`config.mk`:
```
export PLATFORM = sky130hd
export DESIGN_NAME = cursor_ctrl_flat
export DESIGN_NICKNAME = d
export VERILOG_FILES = /design/src/rtl/cursor_pkg.sv /design/src/rtl/cursor_ctrl_if.sv /design/src/rtl/axis_stepper.sv /design/src/rtl/cursor_ctrl.sv /design/src/flat_wrapper.sv
export SDC_FILE = /design/constraint.sdc
export NUM_CORES = 1
export LEC_CHECK = 0
export ABC_AREA = 0
export CAP_MARGIN = 10
export CORE_MARGIN = 2
export CORE_UTILIZATION = 62
export CTS_CLUSTER_DIAMETER = 40
export CTS_CLUSTER_SIZE = 40
export DETAILED_ROUTE_END_ITERATION = 8
export GPL_TIMING_DRIVEN = 0
export PLACE_DENSITY = 0.86
export SLEW_MARGIN = 10
export SYNTH_ARGS = -nofsm -noshare
export SYNTH_HDL_FRONTEND = slang
export SYNTH_SLANG_ARGS = --single-unit
```
`constraint.sdc`:
```
create_clock -name clk -period 7.2 [get_ports clk]
set_input_delay 1.44 -clock clk [delete_from_list [all_inputs] [get_ports clk]]
set_output_delay 1.44 -clock clk [all_outputs]
set_load 0.1 [all_outputs]
```
`src/rtl/cursor_pkg.sv`:
```
// -----------------------------------------------------------------------------
// cursor_pkg
//   Shared types for the paint-canvas cursor controller.
//   - dir_t        : per-axis step direction after opposing buttons cancel
//   - axis_state_t : per-axis press / hold / autorepeat state
//   - rgb444_t     : 12-bit cursor colour
//   - buttons_t    : the four direction buttons as one packed record
//   - decode_dir() : turns a (positive, negative) button pair into dir_t
// -----------------------------------------------------------------------------
package cursor_pkg;

    typedef enum logic [1:0] {
        DIR_NONE = 2'd0,
        DIR_NEG  = 2'd1,
        DIR_POS  = 2'd2
    } dir_t;

    typedef enum logic [1:0] {
        AX_IDLE   = 2'd0,
        AX_HOLD   = 2'd1,
        AX_REPEAT = 2'd2
    } axis_state_t;

    typedef logic [11:0] rgb444_t;

    typedef struct packed {
        logic up;
        logic down;
        logic left;
        logic right;
    } buttons_t;

    // Exactly one button of the pair gives a direction; neither or both
    // pressed means the axis stands still.
    function automatic dir_t decode_dir(input logic pos_btn, input logic neg_btn);
        case ({pos_btn, neg_btn})
            2'b10:   decode_dir = DIR_POS;
            2'b01:   decode_dir = DIR_NEG;
            default: decode_dir = DIR_NONE;
        endcase
    endfunction

endpackage

```
`src/rtl/cursor_ctrl_if.sv`:
```
// -----------------------------------------------------------------------------
// cursor_ctrl_if
//   Bundles the cursor controller's button inputs and cursor outputs.
//   Parameters must match the cursor_ctrl instance it is attached to.
//   Signals:
//     b_up/b_down/b_left/b_right : debounced button levels (async to clk)
//     cursor_x / cursor_y        : current column / row
//     cursor_pixel               : cursor_y*WIDTH + cursor_x
//     cursor_colour              : constant RGB444 cursor colour
//     moved                      : one-cycle pulse after the position changed
//   Modports:
//     master : button source, cursor consumer (pixel writer / VGA overlay)
//     slave  : the cursor controller itself
// -----------------------------------------------------------------------------
interface cursor_ctrl_if #(
    parameter int WIDTH  = 160,
    parameter int HEIGHT = 120,
    parameter int ADDR_W = 15
);
    import cursor_pkg::*;

    logic                      b_up;
    logic                      b_down;
    logic                      b_left;
    logic                      b_right;
    logic [$clog2(WIDTH)-1:0]  cursor_x;
    logic [$clog2(HEIGHT)-1:0] cursor_y;
    logic [ADDR_W-1:0]         cursor_pixel;
    rgb444_t                   cursor_colour;
    logic                      moved;

    modport master (
        output b_up, b_down, b_left, b_right,
        input  cursor_x, cursor_y, cursor_pixel, cursor_colour, moved
    );

    modport slave (
        input  b_up, b_down, b_left, b_right,
        output cursor_x, cursor_y, cursor_pixel, cursor_colour, moved
    );

endinterface

```
`src/rtl/axis_stepper.sv`:
```
// -----------------------------------------------------------------------------
// axis_stepper
//   One cursor axis: press/hold/autorepeat FSM, repeat timer and the
//   clamp-or-wrap position register for the range [0, MAX].
//   Ports:
//     clk       : system clock
//     reset     : synchronous, active-high
//     dir_i     : synchronised direction request for this axis
//     pos_o     : registered position
//     changed_o : high in the cycle whose clock edge will change pos_o
// -----------------------------------------------------------------------------
module axis_stepper
    import cursor_pkg::*;
#(
    parameter int  MAX           = 159,
    parameter int  START         = 80,
    parameter int  HOLD_DELAY    = 12_500_000,
    parameter int  REPEAT_PERIOD = 2_500_000,
    parameter bit  WRAP          = 1'b0,
    localparam int POS_W         = (MAX > 0) ? $clog2(MAX + 1) : 1
) (
    input  logic             clk,
    input  logic             reset,
    input  dir_t             dir_i,
    output logic [POS_W-1:0] pos_o,
    output logic             changed_o
);

    localparam int TMR_MAX = (HOLD_DELAY > REPEAT_PERIOD) ? HOLD_DELAY : REPEAT_PERIOD;
    localparam int TMR_W   = (TMR_MAX > 1) ? $clog2(TMR_MAX) : 1;

    localparam logic [TMR_W-1:0] HOLD_LAST   = TMR_W'(HOLD_DELAY - 1);
    localparam logic [TMR_W-1:0] REPEAT_LAST = TMR_W'(REPEAT_PERIOD - 1);
    localparam logic [POS_W-1:0] POS_MAX     = POS_W'(MAX);
    localparam logic [POS_W-1:0] POS_START   = POS_W'(START);

    axis_state_t      state_q, state_d;
    logic [TMR_W-1:0] timer_q, timer_d;
    dir_t             dir_q;
    logic [POS_W-1:0] pos_q, pos_d;
    logic             step;

    logic [POS_W:0]   nxt_ext;
    logic             out_of_range;
    logic [POS_W-1:0] step_pos;

    // Press / hold / repeat sequencing. A change of direction while held
    // counts as a fresh press; releasing (or cancelling) always drops to IDLE
    // with the timer cleared, so the timer only runs while a button is held.
    always_comb begin
        // NOTE: every signal driven here gets a default before the case, so no
        // path through the block can leave it unassigned and infer a latch.
        state_d = state_q;
        timer_d = timer_q;
        step    = 1'b0;

        case (state_q)
            AX_IDLE: begin
                timer_d = '0;
                if (dir_i != DIR_NONE) begin
                    step    = 1'b1;
                    state_d = AX_HOLD;
                end
            end

            AX_HOLD: begin
                if (dir_i == DIR_NONE) begin
                    state_d = AX_IDLE;
                    timer_d = '0;
                end else if (dir_i != dir_q) begin
                    step    = 1'b1;
                    timer_d = '0;
                end else if (timer_q == HOLD_LAST) begin
                    step    = 1'b1;
                    timer_d = '0;
                    state_d = AX_REPEAT;
                end else begin
                    timer_d = timer_q + 1'b1;
                end
            end

            AX_REPEAT: begin
                if (dir_i == DIR_NONE) begin
                    state_d = AX_IDLE;
                    timer_d = '0;
                end else if (dir_i != dir_q) begin
                    step    = 1'b1;
                    timer_d = '0;
                    state_d = AX_HOLD;
                end else if (timer_q == REPEAT_LAST) begin
                    step    = 1'b1;
                    timer_d = '0;
                end else begin
                    timer_d = timer_q + 1'b1;
                end
            end

            default: begin
                state_d = AX_IDLE;
                timer_d = '0;
            end
        endcase
    end

    // Position datapath. The step is done one bit wider than the position: a
    // decrement from 0 borrows into the extra bit and an increment from MAX
    // lands on MAX+1, so a single unsigned compare against MAX catches both
    // edges of the canvas.
    always_comb begin
        if (dir_i == DIR_POS) begin
            nxt_ext = {1'b0, pos_q} + 1'b1;
        end else begin
            nxt_ext = {1'b0, pos_q} - 1'b1;
        end

        out_of_range = (nxt_ext > {1'b0, POS_MAX});

        if (!out_of_range) begin
            step_pos = nxt_ext[POS_W-1:0];
        end else if (WRAP) begin
            step_pos = (dir_i == DIR_POS) ? '0 : POS_MAX;
        end else begin
            step_pos = pos_q;
        end

        pos_d = step ? step_pos : pos_q;
    end

    // NOTE: state registers use non-blocking assignments so every flop samples
    // the pre-edge values regardless of statement order.
    always_ff @(posedge clk) begin
        if (reset) begin
            state_q <= AX_IDLE;
            timer_q <= '0;
            dir_q   <= DIR_NONE;
            pos_q   <= POS_START;
        end else begin
            state_q <= state_d;
            timer_q <= timer_d;
            dir_q   <= dir_i;
            pos_q   <= pos_d;
        end
    end

    assign pos_o     = pos_q;
    // A clamped step leaves the position alone and so reports no change.
    assign changed_o = (pos_d != pos_q);

endmodule

```
`src/rtl/cursor_ctrl.sv`:
```
// -----------------------------------------------------------------------------
// cursor_ctrl
//   X/Y cursor controller for the paint canvas. Four direction buttons move
//   the cursor one pixel per press, with hold-to-autorepeat, clamping or
//   wrapping at the canvas edges. Produces the linear frame-buffer address and
//   the cursor colour for the pixel writer and VGA overlay.
//   Ports:
//     clk   : system clock
//     reset : synchronous, active-high
//     bus   : cursor_ctrl_if.slave - buttons in; cursor_x, cursor_y,
//             cursor_pixel, cursor_colour, moved out
// -----------------------------------------------------------------------------
module cursor_ctrl
    import cursor_pkg::*;
#(
    parameter int      WIDTH         = 160,
    parameter int      HEIGHT        = 120,
    parameter int      ADDR_W        = 15,
    parameter int      HOLD_DELAY    = 12_500_000,
    parameter int      REPEAT_PERIOD = 2_500_000,
    parameter bit      WRAP          = 1'b0,
    parameter int      START_X       = 80,
    parameter int      START_Y       = 60,
    parameter rgb444_t COLOUR        = 12'hFFF
) (
    input  logic         clk,
    input  logic         reset,
    cursor_ctrl_if.slave bus
);

    localparam int                X_W     = $clog2(WIDTH);
    localparam int                Y_W     = $clog2(HEIGHT);
    localparam logic [ADDR_W-1:0] WIDTH_A = ADDR_W'(WIDTH);

    buttons_t       sync1_q, sync2_q;
    dir_t           dir_x, dir_y;
    logic [X_W-1:0] pos_x;
    logic [Y_W-1:0] pos_y;
    logic           changed_x, changed_y;
    logic           moved_q, moved_d;

    // Two-flop synchronisers for the asynchronous button levels. They are
    // cleared by reset so a button held through reset cannot leak a step
    // into the first cycles afterwards.
    always_ff @(posedge clk) begin
        if (reset) begin
            sync1_q <= '0;
            sync2_q <= '0;
        end else begin
            sync1_q.up    <= bus.b_up;
            sync1_q.down  <= bus.b_down;
            sync1_q.left  <= bus.b_left;
            sync1_q.right <= bus.b_right;
            sync2_q       <= sync1_q;
        end
    end

    // Screen coordinates: right and down are the positive directions.
    assign dir_x = decode_dir(sync2_q.right, sync2_q.left);
    assign dir_y = decode_dir(sync2_q.down,  sync2_q.up);

    axis_stepper #(
        .MAX           (WIDTH - 1),
        .START         (START_X),
        .HOLD_DELAY    (HOLD_DELAY),
        .REPEAT_PERIOD (REPEAT_PERIOD),
        .WRAP          (WRAP)
    ) u_axis_x (
        .clk       (clk),
        .reset     (reset),
        .dir_i     (dir_x),
        .pos_o     (pos_x),
        .changed_o (changed_x)
    );

    axis_stepper #(
        .MAX           (HEIGHT - 1),
        .START         (START_Y),
        .HOLD_DELAY    (HOLD_DELAY),
        .REPEAT_PERIOD (REPEAT_PERIOD),
        .WRAP          (WRAP)
    ) u_axis_y (
        .clk       (clk),
        .reset     (reset),
        .dir_i     (dir_y),
        .pos_o     (pos_y),
        .changed_o (changed_y)
    );

    // The changed flags describe the coming edge, so registering them makes
    // moved rise together with the new coordinates and last one cycle.
    assign moved_d = changed_x | changed_y;

    always_ff @(posedge clk) begin
        if (reset) begin
            moved_q <= 1'b0;
        end else begin
            moved_q <= moved_d;
        end
    end

    assign bus.cursor_x      = pos_x;
    assign bus.cursor_y      = pos_y;
    // Both coordinates are always in range, so the address stays below
    // WIDTH*HEIGHT; WIDTH is a constant, so the multiply reduces to shifts/adds.
    assign bus.cursor_pixel  = ADDR_W'(pos_y) * WIDTH_A + ADDR_W'(pos_x);
    assign bus.cursor_colour = COLOUR;
    assign bus.moved         = moved_q;

endmodule

```
`src/flat_wrapper.sv`:
```
// flat-port wrapper written by rule: the top's interface ports become plain ports
module cursor_ctrl_flat import cursor_pkg::*;
#(
    parameter int      WIDTH         = 160,
    parameter int      HEIGHT        = 120,
    parameter int      ADDR_W        = 15,
    parameter int      HOLD_DELAY    = 12_500_000,
    parameter int      REPEAT_PERIOD = 2_500_000,
    parameter bit      WRAP          = 1'b0,
    parameter int      START_X       = 80,
    parameter int      START_Y       = 60,
    parameter rgb444_t COLOUR        = 12'hFFF
)
  (clk, reset, bus_b_up, bus_b_down, bus_b_left, bus_b_right, bus_cursor_x, bus_cursor_y, bus_cursor_pixel, bus_cursor_colour, bus_moved);
  cursor_ctrl_if #(.WIDTH(WIDTH), .HEIGHT(HEIGHT), .ADDR_W(ADDR_W)) bus_i ();
  input  logic clk;
  input  logic reset;
  input wire logic [$bits(bus_i.b_up)-1:0] bus_b_up;
  input wire logic [$bits(bus_i.b_down)-1:0] bus_b_down;
  input wire logic [$bits(bus_i.b_left)-1:0] bus_b_left;
  input wire logic [$bits(bus_i.b_right)-1:0] bus_b_right;
  output wire logic [$bits(bus_i.cursor_x)-1:0] bus_cursor_x;
  output wire logic [$bits(bus_i.cursor_y)-1:0] bus_cursor_y;
  output wire logic [$bits(bus_i.cursor_pixel)-1:0] bus_cursor_pixel;
  output wire logic [$bits(bus_i.cursor_colour)-1:0] bus_cursor_colour;
  output wire logic [$bits(bus_i.moved)-1:0] bus_moved;
  assign bus_i.b_up = bus_b_up;
  assign bus_i.b_down = bus_b_down;
  assign bus_i.b_left = bus_b_left;
  assign bus_i.b_right = bus_b_right;
  assign bus_cursor_x = bus_i.cursor_x;
  assign bus_cursor_y = bus_i.cursor_y;
  assign bus_cursor_pixel = bus_i.cursor_pixel;
  assign bus_cursor_colour = bus_i.cursor_colour;
  assign bus_moved = bus_i.moved;
  cursor_ctrl #(.WIDTH(WIDTH), .HEIGHT(HEIGHT), .ADDR_W(ADDR_W), .HOLD_DELAY(HOLD_DELAY), .REPEAT_PERIOD(REPEAT_PERIOD), .WRAP(WRAP), .START_X(START_X), .START_Y(START_Y), .COLOUR(COLOUR)) u_core (.clk(clk), .reset(reset), .bus(bus_i));
endmodule
```
==> results.py <==
metrics = {
    "timing": {
        "tightest_slew_ps": 977,
        "skew_ps": 17.4,
        "slew_headroom_pct": 34.6,
        "fmax_mhz": 192,
        "setup_ws_ps": 1990,
        "slew_violations": 0,
        "setup_viol": 0,
        "finalCritPeriodShare_pct": 72.4,
        "final.setup.tns_ps": 0,
        "hold_viol": 0,
        "fin_crit_ps": 5210,
        "grt_setup_unrepaired": "no",
    },
    "pwr": {
        "internal-power_mw": 0.832,
        "total_power_mw": 1.56,
        "netSwitchingFraction_pct": 46.5,
        "power_frac_comb_pct": 47.5,
        "power.leakage_nw": 2.11,
        "p_per_area_nw_per_um2": 273,
        "p_switching_mw": 0.723,
        "clockPowerShare_pct": 21.7,
        "ir_drop_mv": 0.221,
        "seqPwrFrac_pct": 30.8,
    },
    "place": {
        "place_area_um2": 5500,
        "globalplace.congestion": 0.848,
        "dp_slack_ps": 2330,
        "place_inst": 719,
        "dpl.hpwl_mm": 7.46,
        "port_buffers": 36,
    },
    "global_route": {
        "antenna_found_initial": 0,
        "grt_pass1_wl_mm": 16.9,
        "grt_max_degree": 16,
        "grt_usage_pct": 23.5,
        "grt_pass1_vias": 3906,
        "overflow": 0,
    },
    "critical_path": {
        "critPathMaxFanout": 5,
        "start_kind": "flop",
        "reg2reg_slack_ps": 3920,
        "rr_endpoint": "u_core.u_axis_x.pos_o[1]",
        "worstPathRequired_ps": 5760,
        "cp.arrival_ps": 3770,
        "r2r_cells": 10,
        "path_class": "reg -> out",
        "critPathCaptureType": "primary output",
        "reg2reg_from": "u_core.sync2_q[1]",
    },
    "job": {
        "drv_cap": 0,
    },
    "synth": {
        "synthMuxAreaShare_pct": 2.80,
        "synthXorXnorAreaFrac_pct": 11.5,
        "yosysWarnings": 0,
        "synthSimpleGateAreaFrac_pct": 23.7,
        "synth_fa_ha_area_share_pct": 12.2,
        "yosysUniqueCellTypes": 70,
        "synth_top_family_by_area": "simple AND/OR/NAND/NOR gates",
        "syn_avg_cell_area_um2": 8.71,
        "synth_edf_count": 0,
        "synth_flop_cell": "dfxtp_1",
        "syn_inst": 570,
        "syn_area_um2": 4970,
        "async_flop_share_pct": 0,
        "seq_area_frac_synth_pct": 32.2,
        "ys_ff_latch": 80,
        "synth_compound_area_share_pct": 11.0,
    },
    "cts": {
        "clk_pin_slew_ps": 80,
        "cts_resized": 0,
        "clock_latency_ps": 360,
        "cts_buffers": 9,
        "hold_buffers": 0,
        "cts_tree": "done",
        "htreeDepth": 3,
        "post_cts_buffers": 0,
        "clk_path_buf_depth": 2,
        "cts.sinks": 80,
        "cts_root_buffer": "clkbuf_8",
    },
    "hold_path": {
        "min_path_type": "reg -> reg",
        "holdPathStages": 1,
        "worstHoldEndpoint": "u_core.sync2_q[0]",
        "min-delay-start": "u_core.sync1_q[0]",
    },
    "die": {
        "chipHeight_um": 93.5,
        "die_w_um": 93.5,
        "design.die.area_um2": 8740,
        "ioPinCount": 49,
        "core_um2": 7730,
        "start_util_pct": 64.3,
        "rows": 32,
    },
    "drt": {
        "drt_iter0_drc": 147,
        "ant_nets": 0,
        "drt_pass1_iterations": 4,
        "drt-total-wl_mm": 10.0,
        "vias": 4034,
        "via_per_inst": 5.49,
        "drc": 0,
        "wl_per_cell_um": 13.6,
    },
    "finish": {
        "diodes": 0,
        "syn2layout_area_growth_pct": 14.7,
        "finalInstanceArea_um2": 5700,
        "final_cells": 735,
        "n_fill_cell": 576,
        "layout-drive-gt1-share_pct": 8.69,
        "nets": 680,
    },
    "outcome": {
        "status": "completed",
    },
}
power by group through the flow:
stage	registers, mW	logic (mW)	clock network, mW
4_1_cts	0.479	0.738	0.341
3_3_place_gp	0.489	0.717	0
6_report	0.479	0.739	0.337
3_5_place_dp	0.489	0.733	0
2_1_floorplan	0.566	0.518	0
5_1_grt	0.483	0.781	0.362
worst max-delay path by stage:
stage / from / end / slack [ps] / cells after the start
2_1_floorplan: u_core.u_axis_y.pos_o[3] / bus_cursor_pixel[14] / 920 / 7
3_3_place_gp: u_core.u_axis_y.pos_o[3] / bus_cursor_pixel[14] / 2390 / 8
3_5_place_dp: u_core.u_axis_y.pos_o[3] / bus_cursor_pixel[13] / 2330 / 8
4_1_cts: u_core.u_axis_y.pos_o[1] / bus_cursor_pixel[13] / 1950 / 9
5_1_grt: u_core.u_axis_y.pos_o[3] / bus_cursor_pixel[14] / 1720 / 8
6_report: u_core.u_axis_y.pos_o[3] / bus_cursor_pixel[14] / 1990 / 8
metal layers:
layer / vias up / wire, um / track usage, %
met2: 88 / 4940 / 40.2
met4: 0 / 98 / 5.02
li1: 2052 / - / -
met5: - / 0 / 0
met1: 1877 / 4560 / 30.1
met3: 17 / 407 / 5.64
registers in the layout, indices dropped and copies added (netlist names):
name,cells
u_core.u_axis_x.state_q,2
u_core.u_axis_y.pos_o,7
u_core.u_axis_y.dir_q,2
u_core.u_axis_y.timer_q,24
u_core.sync2_q,4
u_core.u_axis_x.pos_o,8
u_core.u_axis_y.state_q,2
u_core.u_axis_x.dir_q,2
u_core.u_axis_x.timer_q,24
u_core.bus.moved,1
u_core.sync1_q,4
cells by family (layout without fill, tap and decap cells):
family | after synthesis | in the layout
multiplexers | 13 | 13
other | 1 | 12
adder cells (fa/ha/maj) | 46 | 46
buffers and inverters | 67 | 119
XOR/XNOR | 65 | 65
AO/OA/AOI/OAI | 70 | 70
flip-flops | 80 | 80
AND/OR/NAND/NOR | 228 | 228
per-stage QoR:
stage / util, % / hold slack [ps]
6_report: 73.7 / 441
5_1_grt: 73.7 / 459
4_1_cts: 73.7 / 443
3_5_place_dp: 71.1 / 423
3_3_place_gp: 71.1 / 418
2_1_floorplan: - / 414
critical path, stage by stage, from the launching register on:
cell and delay, ps:
dfxtp_1 440, ha_1 270, ha_1 210, inv_1 70, fa_1 460, nor3b_1 370
nand3b_1 170, o32ai_1 250, clkdlybuf4s50_1 1180
cell usage in the layout, fill, tap and decap left out, types with 9 or more instances in the layout:
cell type	count
buf_4	17
xnor2_1	27
conb_1	12
dfxtp_1	80
nand2_1	33
clkbuf_8	9
xor2_1	38
a21oi_1	18
nand4_1	11
inv_1	40
mux2i_1	9
nor2b_1	14
nor3_1	12
clkdlybuf4s50_1	36
nand3_1	23
ha_1	42
nor2_1	85
synth_stat cells (12+ instances only):
cell	n	share of area, %
nor2_1	85	6.4
dfxtp_1	80	32
ha_1	42	11
inv_1	40	3.0
xor2_1	38	6.7
nand2_1	33	2.5
xnor2_1	27	4.8
nand3_1	23	2.3
a21oi_1	18	1.8
buf_4	17	2.6
nor2b_1	14	1.8
nor3_1	12	1.2
final cells by class:
class	count	area (um^2)	area share, %
clock buffer	9	124	2.17
inverter	40	150	2.64
sequential	80	1600	28.1
clock inverter	7	78.8	1.38
multi-input combinational	434	3080	54.0
timing repair buffer	36	360	6.32
tap	102	128	2.24
buffer	27	178	3.12
No activity file was read; power rests on OpenSTA's default activity.
==> variant 1, RTL diff (same flow settings) <==
`WRAP` is set to 1'b0 in 3 places; all go to 1'b1.
--- a/src/rtl/axis_stepper.sv
+++ b/src/rtl/axis_stepper.sv
@@ -16,7 +16,7 @@
     parameter int  START         = 80,
     parameter int  HOLD_DELAY    = 12_500_000,
     parameter int  REPEAT_PERIOD = 2_500_000,
-    parameter bit  WRAP          = 1'b0,
+    parameter bit  WRAP          = 1'b1,
     localparam int POS_W         = (MAX > 0) ? $clog2(MAX + 1) : 1
 ) (
     input  logic             clk,
--- a/src/rtl/cursor_ctrl.sv
+++ b/src/rtl/cursor_ctrl.sv
@@ -18,7 +18,7 @@
     parameter int      ADDR_W        = 15,
     parameter int      HOLD_DELAY    = 12_500_000,
     parameter int      REPEAT_PERIOD = 2_500_000,
-    parameter bit      WRAP          = 1'b0,
+    parameter bit      WRAP          = 1'b1,
     parameter int      START_X       = 80,
     parameter int      START_Y       = 60,
     parameter rgb444_t COLOUR        = 12'hFFF
--- a/src/flat_wrapper.sv
+++ b/src/flat_wrapper.sv
@@ -6,7 +6,7 @@
     parameter int      ADDR_W        = 15,
     parameter int      HOLD_DELAY    = 12_500_000,
     parameter int      REPEAT_PERIOD = 2_500_000,
-    parameter bit      WRAP          = 1'b0,
+    parameter bit      WRAP          = 1'b1,
     parameter int      START_X       = 80,
     parameter int      START_Y       = 60,
     parameter rgb444_t COLOUR        = 12'hFFF
Function: same outputs for any inputs over 4 cycles, from zero or initial values and one cycle with reset high; that may be too few to reach the edited logic, so the function may still have changed.
==> variant 1 against the unedited design <==
Worst setup slack lost 0.15 ns. Synthesized area is 2.7% higher. Core utilization decreased by 1.6 points. Sequential cell count is the same. Non-clock buffer count grew 2. Total power increased by 8.0%. Final area increased by 2.4%. Synthesized cell count rose by 8.6%. Critical path type unchanged. Routed wire length up 7.4%.
==> variant 1: results (changes against the unedited design) <==
[cells_and_area]
drive_above_1_share_pct = 6.891  ; was 8.689%
nonClockInverterCount = 41  ; was 40
nets = 728  ; was 680
fin_cells = 787  ; was 735
buffers = 65  ; was 63
clock_cell_area_share_pct = 3.473  ; was 3.557%

[die]
n_tap_cell = 105  ; was 102

[pwr]
vdd_drop_max_v = 0.0001860  ; was 0.0002210 V
sequentialPowerShare_pct = 29.1  ; was 30.8%

[logic_synthesis]
synth_mux_area_share_pct = 0.9814  ; was 2.797%
synthAdderAreaFrac_pct = 11.63  ; was 12.19%
synth_compound_area_share_pct = 12.93  ; was 10.96%
synth.area.top_cells = dfxtp_1 (31%), ha_1 (10%), nor2_1 (7.5%)  ; was dfxtp_1 (32%), ha_1 (11%), xor2_1 (6.7%)
synth_common_cells = nor2_1 (102), dfxtp_1 (80), ha_1 (41)  ; was nor2_1 (85), dfxtp_1 (80), ha_1 (42)

[grt]
grt_util_met1_pct = 29.08  ; was 30.08%
grt_pass1_wl_um = 18200  ; was 16920 um

[hold_path]
min_from = u_core.sync1_q[1]  ; was u_core.sync1_q[0]
holdPathEnd = u_core.sync2_q[1]  ; was u_core.sync2_q[0]

[sta]
skew_ns = 0.01447  ; was 0.01740 ns
worst_slew_pin_slew_ns = 0.9865  ; was 0.9775 ns
holdWs_ns = 0.4590  ; was 0.4408 ns

[outcome]
outcome = finished clean  ; unchanged

[placement]
placed_area_um2 = 5633  ; was 5495 um^2
hpwl_um = 8025  ; was 7461 um
post-place-ws_ns = 2.234  ; was 2.333 ns

[critical_path]
r2r_start = u_core.sync2_q[3]  ; was u_core.sync2_q[1]
r2r_slack_ns = 3.31  ; was 3.92 ns
reg2reg_depth = 14  ; was 10

[drt]
routed_wl_um = 10760  ; was 10010 um

[variant 1: layer usage]
layer / wire length [um] / part of all wire (%) / up-vias
met5: 0 / 0 / -
met3: 429 / 4.0 / 15
met4: 146 / 1.4 / 0
met2: 5402 / 50 / 93
met1: 4777 / 44 / 2089
li1: - / - / 2211
[variant 1: how the worst max path moves through the flow]
stage          slack, ns                    to                      from  cells past startpoint
2_1_floorplan       0.85  bus_cursor_pixel[14]  u_core.u_axis_y.pos_o[1]                      7
3_3_place_gp        2.28  bus_cursor_pixel[14]  u_core.u_axis_y.pos_o[1]                      8
3_5_place_dp        2.23  bus_cursor_pixel[14]  u_core.u_axis_y.pos_o[1]                      8
4_1_cts             1.84  bus_cursor_pixel[14]  u_core.u_axis_y.pos_o[1]                      8
5_1_grt             1.63  bus_cursor_pixel[14]  u_core.u_axis_y.pos_o[1]                      8
6_report            1.84  bus_cursor_pixel[14]  u_core.u_axis_y.pos_o[1]                      8
==> variant 2, RTL diff (config.mk and constraints unchanged) <==
Made on the original files. Re-encode `dir_t` (3 values) as one-hot, 3 bits wide.
--- a/src/rtl/cursor_pkg.sv
+++ b/src/rtl/cursor_pkg.sv
@@ -9,10 +9,10 @@
 // -----------------------------------------------------------------------------
 package cursor_pkg;
 
-    typedef enum logic [1:0] {
-        DIR_NONE = 2'd0,
-        DIR_NEG  = 2'd1,
-        DIR_POS  = 2'd2
+    typedef enum logic [2:0] {
+        DIR_NONE = 3'b001,
+        DIR_NEG  = 3'b010,
+        DIR_POS  = 3'b100
     } dir_t;
 
     typedef enum logic [1:0] {
Check against the original RTL: no difference found for any inputs over 10 cycles, from zero or initial values and one cycle with reset high; not proved beyond that.
==> variant 2 against the unedited design <==
Largest cell class unchanged. Die area shrank 2.6%. Critical path type unchanged. Routed wire length is 0.17% higher. Sequential cell count increased by 2. Worst setup slack worse by 0.22 ns. Hold slack better by 0.0050 ns. Total power up 10%. Final area fell by 2.6%. Synthesized area fell by 2.7%.
==> variant 2: results (changes against the unedited design) <==
[grt]
grt_util_met1_pct = 29.79  ; was 30.08%
gr-usage-met2_pct = 45.28  ; was 40.23%
grt_max_degree = 15  ; was 16
grt_pass1_vias = 3980  ; was 3906
track_usage_pct = 25.10  ; was 23.50%
grt_pass1_wl_um = 17520  ; was 16920 um
grt.met3_usage_pct = 3.862  ; was 5.641%

[logic_synthesis]
synth.area.top_cells = dfxtp_1 (34%), ha_1 (11%), xor2_1 (7.6%)  ; was dfxtp_1 (32%), ha_1 (11%), xor2_1 (6.7%)
ys_async_sr_fraction_pct = 0  ; unchanged
synthAdderAreaFrac_pct = 12.54  ; was 12.19%
synth_cells = 558  ; was 570
synth_mux_area_share_pct = 1.062  ; was 2.797%
synth_common_cells = dfxtp_1 (82), nor2_1 (81), ha_1 (42), xor2_1 (42), nand3_1 (35)  ; was nor2_1 (85), dfxtp_1 (80), ha_1 (42)
synth_xor_area_share_pct = 12.87  ; was 11.46%
ys_seq_area_share_pct = 33.98  ; was 32.25%
yosysUniqueCellTypes = 54  ; was 70

[drt]
routed_wl_um = 10030  ; was 10010 um
met1_length_um = 4563  ; was 4564 um
wl_met3_um = 371  ; was 407 um
vias = 4053  ; was 4034
wl_met2_um = 4924  ; was 4942 um

[hold_path]
min_from = u_core.sync1_q[2]  ; was u_core.sync1_q[0]
holdPathEnd = u_core.sync2_q[2]  ; was u_core.sync2_q[0]
holdPathStages = 1  ; unchanged

[cells_and_area]
fin_cells = 721  ; was 735
nFillCells = 590  ; was 576
nets = 667  ; was 680
drive_above_1_share_pct = 6.785  ; was 8.689%

[outcome]
outcome = finished clean  ; unchanged

[clocking]
insertion_delay_ns = 0.37

[critical_path]
r2r_end = u_core.u_axis_x.pos_o[6]  ; was u_core.u_axis_x.pos_o[1]
reg2reg_depth = 11  ; was 10
r2r_slack_ns = 3.43  ; was 3.92 ns
cp_max_fo = 6  ; was 5
cpPeakStageDelay_ns = 1.15  ; was 1.18 ns
critPathArrivalTime_ns = 3.99  ; was 3.77 ns

[sta]
skew_ns = 0.01811  ; was 0.01740 ns
worst_slew_pin_slew_ns = 1.030  ; was 0.9775 ns
holdWs_ns = 0.4458  ; was 0.4408 ns
post-route-min-period_ns = 5.434  ; was 5.214 ns

[placement]
hpwl_um = 7442  ; was 7461 um
post-place-ws_ns = 2.164  ; was 2.333 ns
placed_area_um2 = 5350  ; was 5495 um^2
dpl.cell_count = 706  ; was 719
numPortBuffers = 35  ; was 36
place.gp.congestion = 0.8869  ; was 0.8479

[pwr]
leakage_uw = 0.002072  ; was 0.002113 uW
vdd_drop_max_v = 0.0001850  ; was 0.0002210 V

-- variant 2: cell types whose count changed in the layout (fill, tap and decap cells not counted), sizes merged, moves of 4 or more --
cell,change
nor2,-4
o21ai,+16
xor2,+4
and3,-4
nand2,-11
inv,-13
nor4,+4
nand3,+12
mux2i,-5
-- variant 2: area by class of cell --
type                            instances  area (um^2)  share of cell area (%)
Buffer                                 26        171.4                   3.088
Sequential cell                        82         1642                   29.58
Inverter                               28        105.1                   1.894
Clock inverter                          5        62.56                   1.127
Timing Repair Buffer                   35        350.3                   6.312
Tap cell                              102        127.6                   2.299
Clock buffer                           10        137.6                   2.480
Multi-Input combinational cell        433         2954                   53.22
-- variant 2: report_power, final --
group | leakage [uW] | internal, uW | switching, uW
Sequential | 0.000665 | 473 | 24.0
Clock | 0.0000950 | 170 | 174
Combinational | 0.00131 | 241 | 629
Total | 0.00207 | 884 | 828
